$ cat src/rtl/adpll_bus_if.sv
// Register-bus bundle between the lock sequencer (master) and the adpll_ctr CPU port (slave).
interface adpll_bus_if #(
  parameter int ADDR_W = 5,
  parameter int DATA_W = 32
) ();
  logic              valid;
  logic [ADDR_W-1:0] address;
  logic [DATA_W-1:0] wdata;
  logic              wstrb;
  logic [1:0]        rdata;
  logic              ready;

  modport master (output valid, address, wdata, wstrb, input rdata, ready);
  modport slave  (input valid, address, wdata, wstrb, output rdata, ready);
endinterface

$ cat src/rtl/adpll_lock_seq.sv
// Hardware bring-up sequencer for the ADPLL: programs the channel, enables the loop,
// then polls lock status with a fixed idle gap until locked, timed out or aborted.
module adpll_lock_seq #(
  parameter int ADDR_W    = 5,
  parameter int DATA_W    = 32,
  parameter int ADDR_CH   = 0,
  parameter int ADDR_EN   = 1,
  parameter int ADDR_LOCK = 2,
  parameter int POLL_GAP  = 64,
  parameter int MAX_POLLS = 1024
) (
  input  logic              clk,
  input  logic              rst_n,
  input  logic              start,
  input  logic              abort,
  input  logic [DATA_W-1:0] channel,
  adpll_bus_if.master       bus,
  output logic              busy,
  output logic              locked,
  output logic              timeout,
  output logic              aborted
);

  localparam int POLL_W = $clog2(MAX_POLLS + 1);
  localparam int GAP_W  = $clog2(POLL_GAP + 1);

  localparam logic [2:0] S_IDLE    = 3'd0;
  localparam logic [2:0] S_WR_CH   = 3'd1;
  localparam logic [2:0] S_WR_EN   = 3'd2;
  localparam logic [2:0] S_RD_LOCK = 3'd3;
  localparam logic [2:0] S_GAP     = 3'd4;
  localparam logic [2:0] S_OFF     = 3'd5;
  localparam logic [2:0] S_DONE    = 3'd6;

  logic [2:0]        state_q, state_d;
  logic              valid_q, valid_d;
  logic [ADDR_W-1:0] address_q, address_d;
  logic [DATA_W-1:0] wdata_q, wdata_d;
  logic              wstrb_q, wstrb_d;
  logic              busy_q, busy_d;
  logic              locked_q, locked_d;
  logic              timeout_q, timeout_d;
  logic              aborted_q, aborted_d;
  logic [DATA_W-1:0] ch_q, ch_d;
  logic [POLL_W-1:0] poll_cnt_q, poll_cnt_d;
  logic [GAP_W-1:0]  gap_cnt_q, gap_cnt_d;

  logic              issue;
  logic [2:0]        issue_st;
  logic              abort_hit;
  logic              xfer_done;
  logic [POLL_W-1:0] poll_inc;

  assign poll_inc = poll_cnt_q + POLL_W'(1);

  always_comb begin
    // NOTE: every _d starts from its _q, so no path through this block can infer a latch.
    state_d    = state_q;
    valid_d    = valid_q;
    address_d  = address_q;
    wdata_d    = wdata_q;
    wstrb_d    = wstrb_q;
    busy_d     = busy_q;
    locked_d   = locked_q;
    timeout_d  = timeout_q;
    aborted_d  = aborted_q;
    ch_d       = ch_q;
    poll_cnt_d = poll_cnt_q;
    gap_cnt_d  = gap_cnt_q;
    issue      = 1'b0;
    issue_st   = state_q;
    // A latched abort stays pending until any outstanding transfer has completed.
    abort_hit  = abort | aborted_q;
    xfer_done  = valid_q & bus.ready;

    unique case (state_q)
      S_IDLE: begin
        if (start) begin
          state_d   = S_WR_CH;
          ch_d      = channel;
          busy_d    = 1'b1;
          locked_d  = 1'b0;
          timeout_d = 1'b0;
          aborted_d = 1'b0;
        end
      end
      S_WR_CH, S_WR_EN, S_RD_LOCK: begin
        if (abort) aborted_d = 1'b1;
        if (!valid_q) begin
          if (abort_hit) state_d = S_OFF;
          else           issue   = 1'b1;
        end else if (xfer_done) begin
          valid_d = 1'b0;
          if (abort_hit) begin
            state_d = S_OFF;
          end else if (state_q == S_WR_CH) begin
            state_d = S_WR_EN;
          end else if (state_q == S_WR_EN) begin
            state_d    = S_RD_LOCK;
            poll_cnt_d = '0;
          end else begin
            poll_cnt_d = poll_inc;
            if (bus.rdata == 2'b01) begin
              state_d  = S_DONE;
              locked_d = 1'b1;
            end else if (poll_inc == POLL_W'(MAX_POLLS)) begin
              state_d   = S_OFF;
              timeout_d = 1'b1;
            end else begin
              state_d   = S_GAP;
              gap_cnt_d = '0;
            end
          end
        end
      end
      S_GAP: begin
        if (abort) aborted_d = 1'b1;
        if (abort_hit) begin
          state_d = S_OFF;
        end else if (gap_cnt_q == GAP_W'(POLL_GAP - 1)) begin
          // The read is launched on leaving the gap so reads are POLL_GAP+1 cycles apart.
          state_d  = S_RD_LOCK;
          issue    = 1'b1;
          issue_st = S_RD_LOCK;
        end else begin
          gap_cnt_d = gap_cnt_q + GAP_W'(1);
        end
      end
      S_OFF: begin
        if (!valid_q) begin
          issue = 1'b1;
        end else if (xfer_done) begin
          valid_d = 1'b0;
          state_d = S_IDLE;
          busy_d  = 1'b0;
        end
      end
      S_DONE: begin
        state_d = S_IDLE;
        busy_d  = 1'b0;
      end
      default: state_d = S_IDLE;
    endcase

    if (issue) begin
      valid_d = 1'b1;
      case (issue_st)
        S_WR_CH: begin
          address_d = ADDR_W'(ADDR_CH);
          wdata_d   = ch_q;
          wstrb_d   = 1'b1;
        end
        S_WR_EN: begin
          address_d = ADDR_W'(ADDR_EN);
          wdata_d   = DATA_W'(1);
          wstrb_d   = 1'b1;
        end
        S_RD_LOCK: begin
          address_d = ADDR_W'(ADDR_LOCK);
          wdata_d   = '0;
          wstrb_d   = 1'b0;
        end
        default: begin
          address_d = ADDR_W'(ADDR_EN);
          wdata_d   = '0;
          wstrb_d   = 1'b1;
        end
      endcase
    end
  end

  // NOTE: sequential state uses non-blocking assignments so all flops update together.
  always_ff @(posedge clk or negedge rst_n) begin
    if (!rst_n) begin
      state_q    <= S_IDLE;
      valid_q    <= 1'b0;
      address_q  <= '0;
      wdata_q    <= '0;
      wstrb_q    <= 1'b0;
      busy_q     <= 1'b0;
      locked_q   <= 1'b0;
      timeout_q  <= 1'b0;
      aborted_q  <= 1'b0;
      ch_q       <= '0;
      poll_cnt_q <= '0;
      gap_cnt_q  <= '0;
    end else begin
      state_q    <= state_d;
      valid_q    <= valid_d;
      address_q  <= address_d;
      wdata_q    <= wdata_d;
      wstrb_q    <= wstrb_d;
      busy_q     <= busy_d;
      locked_q   <= locked_d;
      timeout_q  <= timeout_d;
      aborted_q  <= aborted_d;
      ch_q       <= ch_d;
      poll_cnt_q <= poll_cnt_d;
      gap_cnt_q  <= gap_cnt_d;
    end
  end

  assign bus.valid   = valid_q;
  assign bus.address = address_q;
  assign bus.wdata   = wdata_q;
  assign bus.wstrb   = wstrb_q;
  assign busy        = busy_q;
  assign locked      = locked_q;
  assign timeout     = timeout_q;
  assign aborted     = aborted_q;

endmodule

$ cat src/flat_wrapper.sv
// flat-port wrapper written by rule: the top's interface ports become plain ports
module adpll_lock_seq_flat 
#(
  parameter int ADDR_W    = 5,
  parameter int DATA_W    = 32,
  parameter int ADDR_CH   = 0,
  parameter int ADDR_EN   = 1,
  parameter int ADDR_LOCK = 2,
  parameter int POLL_GAP  = 64,
  parameter int MAX_POLLS = 1024
)
  (clk, rst_n, start, abort, channel, busy, locked, timeout, aborted, bus_valid, bus_address, bus_wdata, bus_wstrb, bus_rdata, bus_ready);
  adpll_bus_if #(.ADDR_W(ADDR_W), .DATA_W(DATA_W)) bus_i ();
  input  logic clk;
  input  logic rst_n;
  input  logic start;
  input  logic abort;
  input  logic [DATA_W-1:0] channel;
  output logic busy;
  output logic locked;
  output logic timeout;
  output logic aborted;
  output wire logic [$bits(bus_i.valid)-1:0] bus_valid;
  output wire logic [$bits(bus_i.address)-1:0] bus_address;
  output wire logic [$bits(bus_i.wdata)-1:0] bus_wdata;
  output wire logic [$bits(bus_i.wstrb)-1:0] bus_wstrb;
  input wire logic [$bits(bus_i.rdata)-1:0] bus_rdata;
  input wire logic [$bits(bus_i.ready)-1:0] bus_ready;
  assign bus_valid = bus_i.valid;
  assign bus_address = bus_i.address;
  assign bus_wdata = bus_i.wdata;
  assign bus_wstrb = bus_i.wstrb;
  assign bus_i.rdata = bus_rdata;
  assign bus_i.ready = bus_ready;
  adpll_lock_seq #(.ADDR_W(ADDR_W), .DATA_W(DATA_W), .ADDR_CH(ADDR_CH), .ADDR_EN(ADDR_EN), .ADDR_LOCK(ADDR_LOCK), .POLL_GAP(POLL_GAP), .MAX_POLLS(MAX_POLLS)) u_core (.clk(clk), .rst_n(rst_n), .start(start), .abort(abort), .channel(channel), .bus(bus_i), .busy(busy), .locked(locked), .timeout(timeout), .aborted(aborted));
endmodule
$ cat config.mk
export PLATFORM = sky130hd
export DESIGN_NAME = adpll_lock_seq_flat
export DESIGN_NICKNAME = d
export VERILOG_FILES = /design/src/rtl/adpll_bus_if.sv /design/src/rtl/adpll_lock_seq.sv /design/src/flat_wrapper.sv
export SDC_FILE = /design/constraint.sdc
export NUM_CORES = 1
export LEC_CHECK = 0
export ABC_CLOCK_PERIOD_IN_PS = 2500
export CAP_MARGIN = 25
export CORE_UTILIZATION = 30
export DETAILED_ROUTE_END_ITERATION = 12
export MAX_ROUTING_LAYER = met4
export PLACE_DENSITY = 0.62
export SYNTH_ARGS = -nofsm -noshare
export SYNTH_HDL_FRONTEND = slang
export SYNTH_SLANG_ARGS = --single-unit
$ cat constraint.sdc
create_clock -name clk -period 2.5 [get_ports clk]
set_clock_uncertainty 0.15 [all_clocks]
set_input_delay 0.5 -clock clk [delete_from_list [all_inputs] [get_ports clk]]
set_output_delay 0.5 -clock clk [all_outputs]
set_load 0.1 [all_outputs]
# ---- Yosys cells after proc, flatten, opt, wreduce, memory -nomap -nowiden
# Cells that the tools add are included.
dict set report totals {
  word_cells 126
  mem_bits_ro 0
  mem_count 0
  out_inout_bits 43
  latchBits 0
  in_bits 39
  mem_bits_rw 0
  regBits 96
}
dict set report classes {
  div 0
  n_reduce_logical 17
  add_sub_neg 2
  order_cmp 0
  n_mux 62
  shifts 0
  n_eq_ne 29
  n_mul 0
  n_bitwise 4
}
# op n
set op_table {}
lappend op_table {{$pmux 32 s2} 1}
lappend op_table {{$mux 7} 9}
lappend op_table {{$mux 3} 14}
lappend op_table {{$mux 1} 29}
lappend op_table {{$ne 2x2->1 const B} 8}
lappend op_table {{$ne 2x1->1 const B} 7}
lappend op_table {{$pmux 7 s2} 1}
lappend op_table {{$eq 3x2->1 const B} 4}
lappend op_table {{$pmux 3 s4} 1}
lappend op_table {{$add 11x1->11 const B} 1}
lappend op_table {{$eq 11x11->1 const B} 1}
lappend op_table {{$mux 11} 1}
lappend op_table {{$reduce_and 10->1} 1}
lappend op_table {{$reduce_and 5->1} 2}
lappend op_table {{$eq 3x3->1 const B} 3}
lappend op_table {{$reduce_and 9->1} 1}
lappend op_table {{$reduce_and 8->1} 1}
lappend op_table {{$reduce_bool 2->1} 4}
lappend op_table {{$reduce_or 4->1} 2}
lappend op_table {{$add 7x1->7 const B} 1}
lappend op_table {{$eq 7x6->1 const B} 1}
lappend op_table {{$eq 3x1->1 const B} 2}
lappend op_table {{$pmux 1 s2} 3}
lappend op_table {{$pmux 1 s3} 2}
lappend op_table {{other kinds (13)} 14}

# ---- Depth between registers and ports, before layout
# Gate-level depths: netlist of run 1.
dict set report logic_depth {
  ltp_word 10
  depth_mapped 8
  mapped_depth_nobuf 6
}

# ---- Worst setup path after synthesis of run 1
# No wires, ideal clock.
dict set report synth_path {
  kind {reg-to-reg}
  startpoint {reg u_core.valid_q (netlist: u_core.bus.valid)}
  endpoint {reg u_core.gap_cnt_q[0]}
  setup_ns 0.140
  synth_period_minus_slack_ns 2.420
  n_path_buf 2
  t_required_ns 2.210
  slack_ns 0.080
  stages_incl_launch_ff 7
  t_arrival_ns 2.129
  path_cell_list {dfrtp_1 buf_2 nand2_1 or3_4 buf_6 nor3_4 a31oi_1}
}
dict set report synth_via {
  elab_chain_cells 3
  word_cells_on_any_way 4
  classes_between {eq/ne (2); bitwise (1); reduce/logical (1)}
}
# item line_no
set synth_lines {}
lappend synth_lines {{from (decl)} adpll_lock_seq.sv:36} ;# logic valid_q, valid_d;
lappend synth_lines {{from (signal assigned)} adpll_lock_seq.sv:189} ;# valid_q <= valid_d;
lappend synth_lines {{$and 1x1->1} adpll_lock_seq.sv:74} ;# xfer_done = valid_q & bus.ready;
lappend synth_lines {{$ne 2x1->1 (no source line)} --}
lappend synth_lines {{$reduce_and 10->1 (no source line) (*)} --}
lappend synth_lines {{to (signal assigned)} adpll_lock_seq.sv:199} ;# gap_cnt_q <= gap_cnt_d;
lappend synth_lines {{to (decl)} adpll_lock_seq.sv:46} ;# logic [GAP_W-1:0] gap_cnt_q, gap_cnt_d;
# Every way passes the cells marked *; elsewhere a longest branch is shown, timed or not.
# A chain may end at the register's enable or synchronous reset.

# ---- Final worst setup path of run 1
dict set report layout_path {
  startpoint {reg u_core.gap_cnt_q[0]}
  endpoint {reg u_core.wdata_q[3] (netlist: u_core.bus.wdata[3])}
}
dict set report layout_via {
  elab_chain_cells 6
  word_cells_on_any_way 10
  classes_between {eq/ne (3); mux (7)}
}
# item line_no
set layout_lines {}
lappend layout_lines {{$eq 7x6->1 (*)} adpll_lock_seq.sv:120} ;# end else if (gap_cnt_q == GAP_W'(POLL_GAP - 1)) begin
lappend layout_lines {{$mux 3} adpll_lock_seq.sv:120}
lappend layout_lines {{$mux 3} adpll_lock_seq.sv:118} ;# if (abort_hit) begin
lappend layout_lines {{$mux 3} adpll_lock_seq.sv:76} ;# unique case (state_q)
lappend layout_lines {{$eq 3x2->1 or $eq 3x1->1 (tied branches)} adpll_lock_seq.sv:147} ;# case (issue_st)
lappend layout_lines {{$pmux 32 s2} adpll_lock_seq.sv:147}
lappend layout_lines {{to (signal assigned)} adpll_lock_seq.sv:191} ;# wdata_q <= wdata_d;
lappend layout_lines {{to (decl)} adpll_lock_seq.sv:38} ;# logic [DATA_W-1:0] wdata_q, wdata_d;
# Marks and branches as above.

==> results.tsv, run 1 <==
stage	metric	value	unit
status	outcome	finished clean	
cts	cts.sinks	93	
floorplan	dieArea	0.0152	mm2
route	vias_per_cell	4.82	
timing	maxSlewViolCount	0	
cts	worstSkewPairLatency	0.34	ns
yosys	ys_ff_latch	93	
yosys	synth_top_family_by_area	multiplexers	
placed_design	place_ws	0.00531	ns
cells_and_area	fin_nets	528	
worst_setup_path	worstSetupStartpointType	register	
hold_path	hold_start	u_core.ch_q[29]	
yosys	ys_warn_count	0	
cells_and_area	syn_to_final_growth	27.8	%
floorplan	fp-row-count	44	
worst_setup_path	cp.arrival	2.41	ns
yosys	yosys-top-cells-count	dfrtp_1, nand2_1, inv_1, mux2i_1, mux2_1	
grt	grtUsageTotal	0.140	
route	drt_iter0_drc	184	
hold_path	hp-class	register to register	
placed_design	port_buffers	78	
cts	clock-root-buffer	clkbuf_16	
route	dr.pass1.iters	4	
power_and_ir_drop	p_total	7.98	mW
power_and_ir_drop	sequentialPowerShare	0.313	
power_and_ir_drop	power.internal	4.05	mW
route	antenna_left	0	
power_and_ir_drop	switching_share	0.493	
grt	grt_pass1_vias	3300	
cells_and_area	drive_gt1_frac	0.175	
power_and_ir_drop	p_comb_frac	0.514	
route	wl_per_cell	14.3	um
cts	cts_made_buffers	9	
cts	path_clk_slew	0.06	ns
power_and_ir_drop	leakage	2.50	nW
worst_setup_path	setup.worst_path.start	u_core.gap_cnt_q[0]	
floorplan	die_h	123	um
cts	htreeDepth	3	
power_and_ir_drop	p_per_area	1410	mW/mm2
yosys	synthTopCellsByArea	dfrtp_1, mux2_1, mux2i_1	
yosys	synth.area.mux_share	0.169	
yosys	synth.avg_cell_area	10.9	um2
yosys	netlist_area	0.00442	mm2
worst_setup_path	reg2reg_from	u_core.gap_cnt_q[0]	
worst_setup_path	end_kind	register	
timing	postLayoutSetupSlackWorst	0.194	ns
yosys	synth-compound-area-share	0.0894	
timing	slew-limit-headroom	0.649	
route	vias	3259	
floorplan	coreArea	0.0145	mm2
yosys	synth_simple_gate_area_frac	0.132	
cells_and_area	filler_cell_count	1402	
timing	hold_viol_final	0	
grt	gr-total-overflow	0	
timing	tns	0	ns
yosys	synthArstFlopShare	1.00	
yosys	synth_xor_area_frac	0.0119	
worst_setup_path	crit_fanout	21	
yosys	synth-edff-count	0	
yosys	seq_area_frac_synth	0.526	
yosys	synth_adder_area_share	0.00792	
floorplan	fp.dieW	123	um
floorplan	num_io_pins	82	
grt	grt_pass1_wl	16100	um
placed_design	place.gp.congestion	0.841	
placed_design	place_hpwl	6870	um
timing	max_freq	434	MHz
timing	worstMarginPinSlew	0.526	ns
timing	period_minus_slack	2.31	ns
yosys	synth.most_common_cell	dfrtp_1	
timing	setup_viol	0	
floorplan	initial_utilization	0.306	
yosys	yosysTopAreaCell	dfrtp_1	
grt	antenna_found_initial	0	
yosys	synth_top_area_share	0.526	
timing	rsz0062_at_grt	no	
flow_run	maxCapViolations	0	
power_and_ir_drop	netSwitchingPower	3.93	mW
cells_and_area	fin_util	0.391	
power_and_ir_drop	max-vdd-ir-drop	0.952	mV
grt	grt_max_degree	36	
yosys	synth.distinct_cells	56	
cts	cts_tree	done	
worst_setup_path	worstSetupPathType	register to register	
worst_setup_path	crit_required	2.61	ns
power_and_ir_drop	pwr-share-clk	0.173	
cts	cts_max_path_buffers	2	
route	wirelength	9670	um
route	drc	0	
yosys	postSynthCellCount	406	
cts	ctsResizeCount	0	
cells_and_area	diodes	0	
timing	post-route-period-util	0.922	
yosys	ys.flop_type	dfrtp_1	
==> power by group through the flow <==
stage | clock, mW | sequential, mW | combinational (mW)
after CTS | 1.41 | 2.50 | 4.15
after global placement | 0 | 2.49 | 4.08
after floorplan | 0 | 4.25 | 1.43
after detailed placement | 0 | 2.51 | 4.15
final | 1.38 | 2.50 | 4.11
after global routing | 1.48 | 2.58 | 4.35
==> area by class of cell <==
| cell class | count | area, um2 | area share |
|---|---|---|---|
| Sequential cell | 93 | 2330 | 0.412 |
| Multi-Input combinational cell | 257 | 1840 | 0.325 |
| Timing Repair Buffer | 91 | 828 | 0.146 |
| Clock buffer | 11 | 243 | 0.0429 |
| Tap cell | 184 | 230 | 0.0407 |
| Inverter | 35 | 131 | 0.0232 |
| Clock inverter | 5 | 58.8 | 0.0104 |
==> through the flow <==
stage | cell area, um2 | std cells | hold slack [ns]
after floorplan | 4430 | 408 | 0.0544
after global placement | 5340 | 659 | 0.317
after detailed placement | 5340 | 659 | 0.325
after CTS | 5660 | 676 | 0.341
after global routing | 5660 | 676 | 0.356
final | 5660 | 676 | 0.334
==> critical path, stage by stage (launching register included) <==
cell,delay (ns)
dfrtp_1,0.44
ha_1,0.23
nand3_1,0.15
nor3_2,0.38
nand3_1,0.18
nand3_2,0.22
buf_12,0.23
mux2i_1,0.23
==> sequential cells by signal (all words and copies together) (netlist names) <==
| name | count |
|---|---|
| u_core.aborted | 1 |
| u_core.bus.address | 2 |
| u_core.bus.valid | 1 |
| u_core.bus.wdata | 32 |
| u_core.bus.wstrb | 1 |
| u_core.busy | 1 |
| u_core.ch_q | 32 |
| u_core.gap_cnt_q | 7 |
| u_core.locked | 1 |
| u_core.poll_cnt_q | 11 |
| u_core.state_q | 3 |
| u_core.timeout | 1 |
==> placed cells by master (no fill, tap or decap), drive strengths merged, types with 3 or more instances in the layout <==
cell type / n
nor2: 11
a22o: 3
inv: 36
o41ai: 3
nand4: 4
and3: 3
conb: 3
xor2: 4
a21oi: 17
nand2: 53
o21ai: 17
mux2i: 34
mux2: 36
buf: 53
a31oi: 6
nor3: 6
nand3: 15
nand2b: 3
dfrtp: 93
clkbuf: 11
clkdlybuf4s50: 37
nor2b: 8
==> logic make-up (layout without fill, tap and decap cells) <==
logic type / count (synthesis) / count (layout)
and+or+nand+nor: 115 / 115
DFF: 93 / 93
muxes: 70 / 70
AOI/OAI and AO/OA: 60 / 60
buffers and inverters: 58 / 142
xor gates and xnor gates: 6 / 6
adders and majority gates: 3 / 3
other: 1 / 3
==> what timing repair did <==
action                                 in CTS  in global routing
endpoints found under the hold margin      32                  0
setup endpoints to repair                   0                  0
hold buffers                                1                  0
setup buffers                               0                  0
==> layer usage <==
layer	global-route usage	routed length (um)
met5	-	0
met4	0.0505	184
met3	0.0346	496
met2	0.223	4730
met1	0.172	4260
==> final timing paths <==
kind                                        to  slack (ns)  cells after the start
hold / removal                 u_core.ch_q[29]        0.33                      1
min in group asynchronous      u_core.ch_q[14]        0.50                      2
setup / recovery           u_core.bus.wdata[3]        0.19                      7
setup reg to reg           u_core.bus.wdata[3]        0.19                      7
max in group asynchronous  u_core.bus.wdata[6]        1.12                      3
hold reg to reg                u_core.ch_q[29]        0.33                      1
No activity file was read; power rests on OpenSTA's default activity.
==> inputs of run 2 (changes only) <==
- SKIP_CTS_REPAIR_TIMING: not set -> 1
==> results of run 2 <==
The final DEF is identical to that of run 1; final timing and power are the same.
==> inputs of run 3 (changes only) <==
- CAP_MARGIN: 25 -> 20
- CORE_UTILIZATION: 30 -> 45
- DONT_BUFFER_PORTS: not set -> 1
- PLACE_DENSITY: 0.62 -> 0.71
==> results.tsv, run 3 (same netlist as run 1, synthesis figures left out) <==
stage	metric	value	unit	change
status	outcome	finished, violations left		
status	violations	hold timing		
timing	tns	0	ns	unchanged
worst_setup_path	reg2reg_from	u_core.gap_cnt_q[0]		
cells_and_area	layout_commonest_cell	dfrtp_1		
cts	htreeDepth	3		unchanged
timing	period_minus_slack	2.27	ns	-0.0330 ns
timing	setup_viol	0		unchanged
worst_setup_path	crit_required	2.62	ns	about the same
cts	cts_made_buffers	9		unchanged
worst_setup_path	setup.worst_path.start	u_core.gap_cnt_q[0]		
worst_setup_path	crit_fanout	18		-14%
worst_setup_path	cp-endpoint	u_core.bus.wstrb		
cts	cts_max_path_buffers	2		unchanged
timing	hold_ws	-0.323	ns	-0.657 ns
route	wirelength	8860	um	-8.4%
timing	post-route-period-util	0.909		-0.0132
floorplan	dieArea	0.0102	mm2	-33%
route	antenna_left	0		unchanged
cts	path_clk_slew	0.09	ns	+0.03 ns
worst_setup_path	worstSetupPathType	register to register		
grt	grt_pass1_vias	3098		-6.1%
timing	max_freq	440	MHz	+1.5%
cells_and_area	final_cell_mix	dfrtp_1, nand2_1, buf_4, inv_1, mux2i_1		
route	drt_iter0_drc	197		+7.1%
cts	worstSkewPairLatency	0.36	ns	+0.02 ns
route	drc	0		unchanged
timing	worstMarginPinSlew	0.952	ns	+0.426 ns
floorplan	num_io_pins	82		unchanged
placed_design	port_buffers	0		-100%
grt	grt_pass1_wl	14600	um	-9.2%
route	vias	3052		-6.4%
floorplan	fp.dieW	101	um	-18%
route	wl_per_cell	15.4	um	+7.9%
worst_setup_path	worstSetupStartpointType	register		
worst_setup_path	cp.arrival	2.39	ns	-0.02 ns
floorplan	die_h	101	um	-18%
grt	gr-total-overflow	0		unchanged
cells_and_area	syn_to_final_growth	12.1	%	
timing	rsz0062_at_grt	no		
cells_and_area	fin_nets	481		-8.9%
grt	antenna_found_initial	1		+1
grt	grt_max_degree	94		+160%
worst_setup_path	r2r-end	u_core.bus.wstrb		
cts	cts.sinks	93		unchanged
cells_and_area	drive_gt1_frac	0.173		-0.00137
timing	slew-limit-headroom	0.365		-0.284
worst_setup_path	r2r_slack	0.23	ns	+0.03 ns
cts	clock-root-buffer	clkbuf_8		
floorplan	coreArea	0.00937	mm2	-35%
grt	grtUsageTotal	0.190		+0.0504
floorplan	initial_utilization	0.472		+0.167
worst_setup_path	end_kind	register		
route	vias_per_cell	5.32		+10%
floorplan	fp-row-count	35		-20%
cts	cts_tree	done		
hold_path	hp-class	primary input to asynchronous set/reset pin		
worst_setup_path	reg2reg_depth	7		unchanged
route	dr.pass1.iters	4		unchanged
timing	hold_viol_final	93		+93
placed_design	place_hpwl	6260	um	-9.0%
flow_run	maxCapViolations	0		unchanged
placed_design	place.gp.congestion	0.882		+4.8%
timing	maxSlewViolCount	0		unchanged
-- run 3: area by class of cell --
type	instances	area [um2]
Clock inverter	6	47.5
Fill cell	835	4410
Clock buffer	9	124
Antenna cell	1	2.50
Sequential cell	93	2330
Multi-Input combinational cell	257	1840
Timing Repair Buffer	44	330
Tap cell	129	161
Inverter	35	131
-- run 3: stage by stage --
step | cells | cell area (um2) | util | hold WS [ns] | worst slack (ns)
floorplan | 408 | 4430 | - | 0.0544 | 0.0804
global placement | 558 | 4790 | 0.511 | 0.0568 | 0.348
detailed placement | 558 | 4790 | 0.511 | 0.0571 | 0.247
CTS | 573 | 4960 | 0.529 | -0.343 | 0.233
global route | 574 | 4960 | 0.529 | -0.349 | 0.0566
finish | 574 | 4960 | 0.529 | -0.323 | 0.227
-- run 3: worst max-delay path: stages (launching register included) --
cell and delay, ns:
dfrtp_1 0.43, ha_1 0.21, nand3_1 0.13, nor3_2 0.35, nand3_1 0.18, nand3_2 0.18
buf_4 0.34, mux2i_1 0.23
-- run 3: worst min-delay path by stage --
| stage | start | to | slack (ns) |
|---|---|---|---|
| 6_report | rst_n | u_core.poll_cnt_q[7] | -0.32 |
| 5_1_grt | rst_n | u_core.poll_cnt_q[5] | -0.35 |
| 4_1_cts | rst_n | u_core.bus.wdata[28] | -0.34 |
| 3_5_place_dp | rst_n | u_core.poll_cnt_q[3] | 0.06 |
| 3_3_place_gp | rst_n | u_core.poll_cnt_q[4] | 0.06 |
| 2_1_floorplan | rst_n | u_core.aborted | 0.05 |
-- run 3: layer usage --
| metal | global-route usage | part of all wire | up-vias | wire length [um] |
|---|---|---|---|---|
| li1 | - | - | 1452 | - |
| met1 | 0.232 | 0.43 | 1508 | 3770 |
| met2 | 0.302 | 0.49 | 84 | 4320 |
| met3 | 0.0580 | 0.076 | 8 | 670 |
| met4 | 0.0658 | 0.012 | 0 | 104 |
| met5 | - | 0 | - | 0 |
Power of run 3 is left out: the tool's default activity adds up to more than one toggle a clock period on the data nets, which glitch-free logic cannot reach.
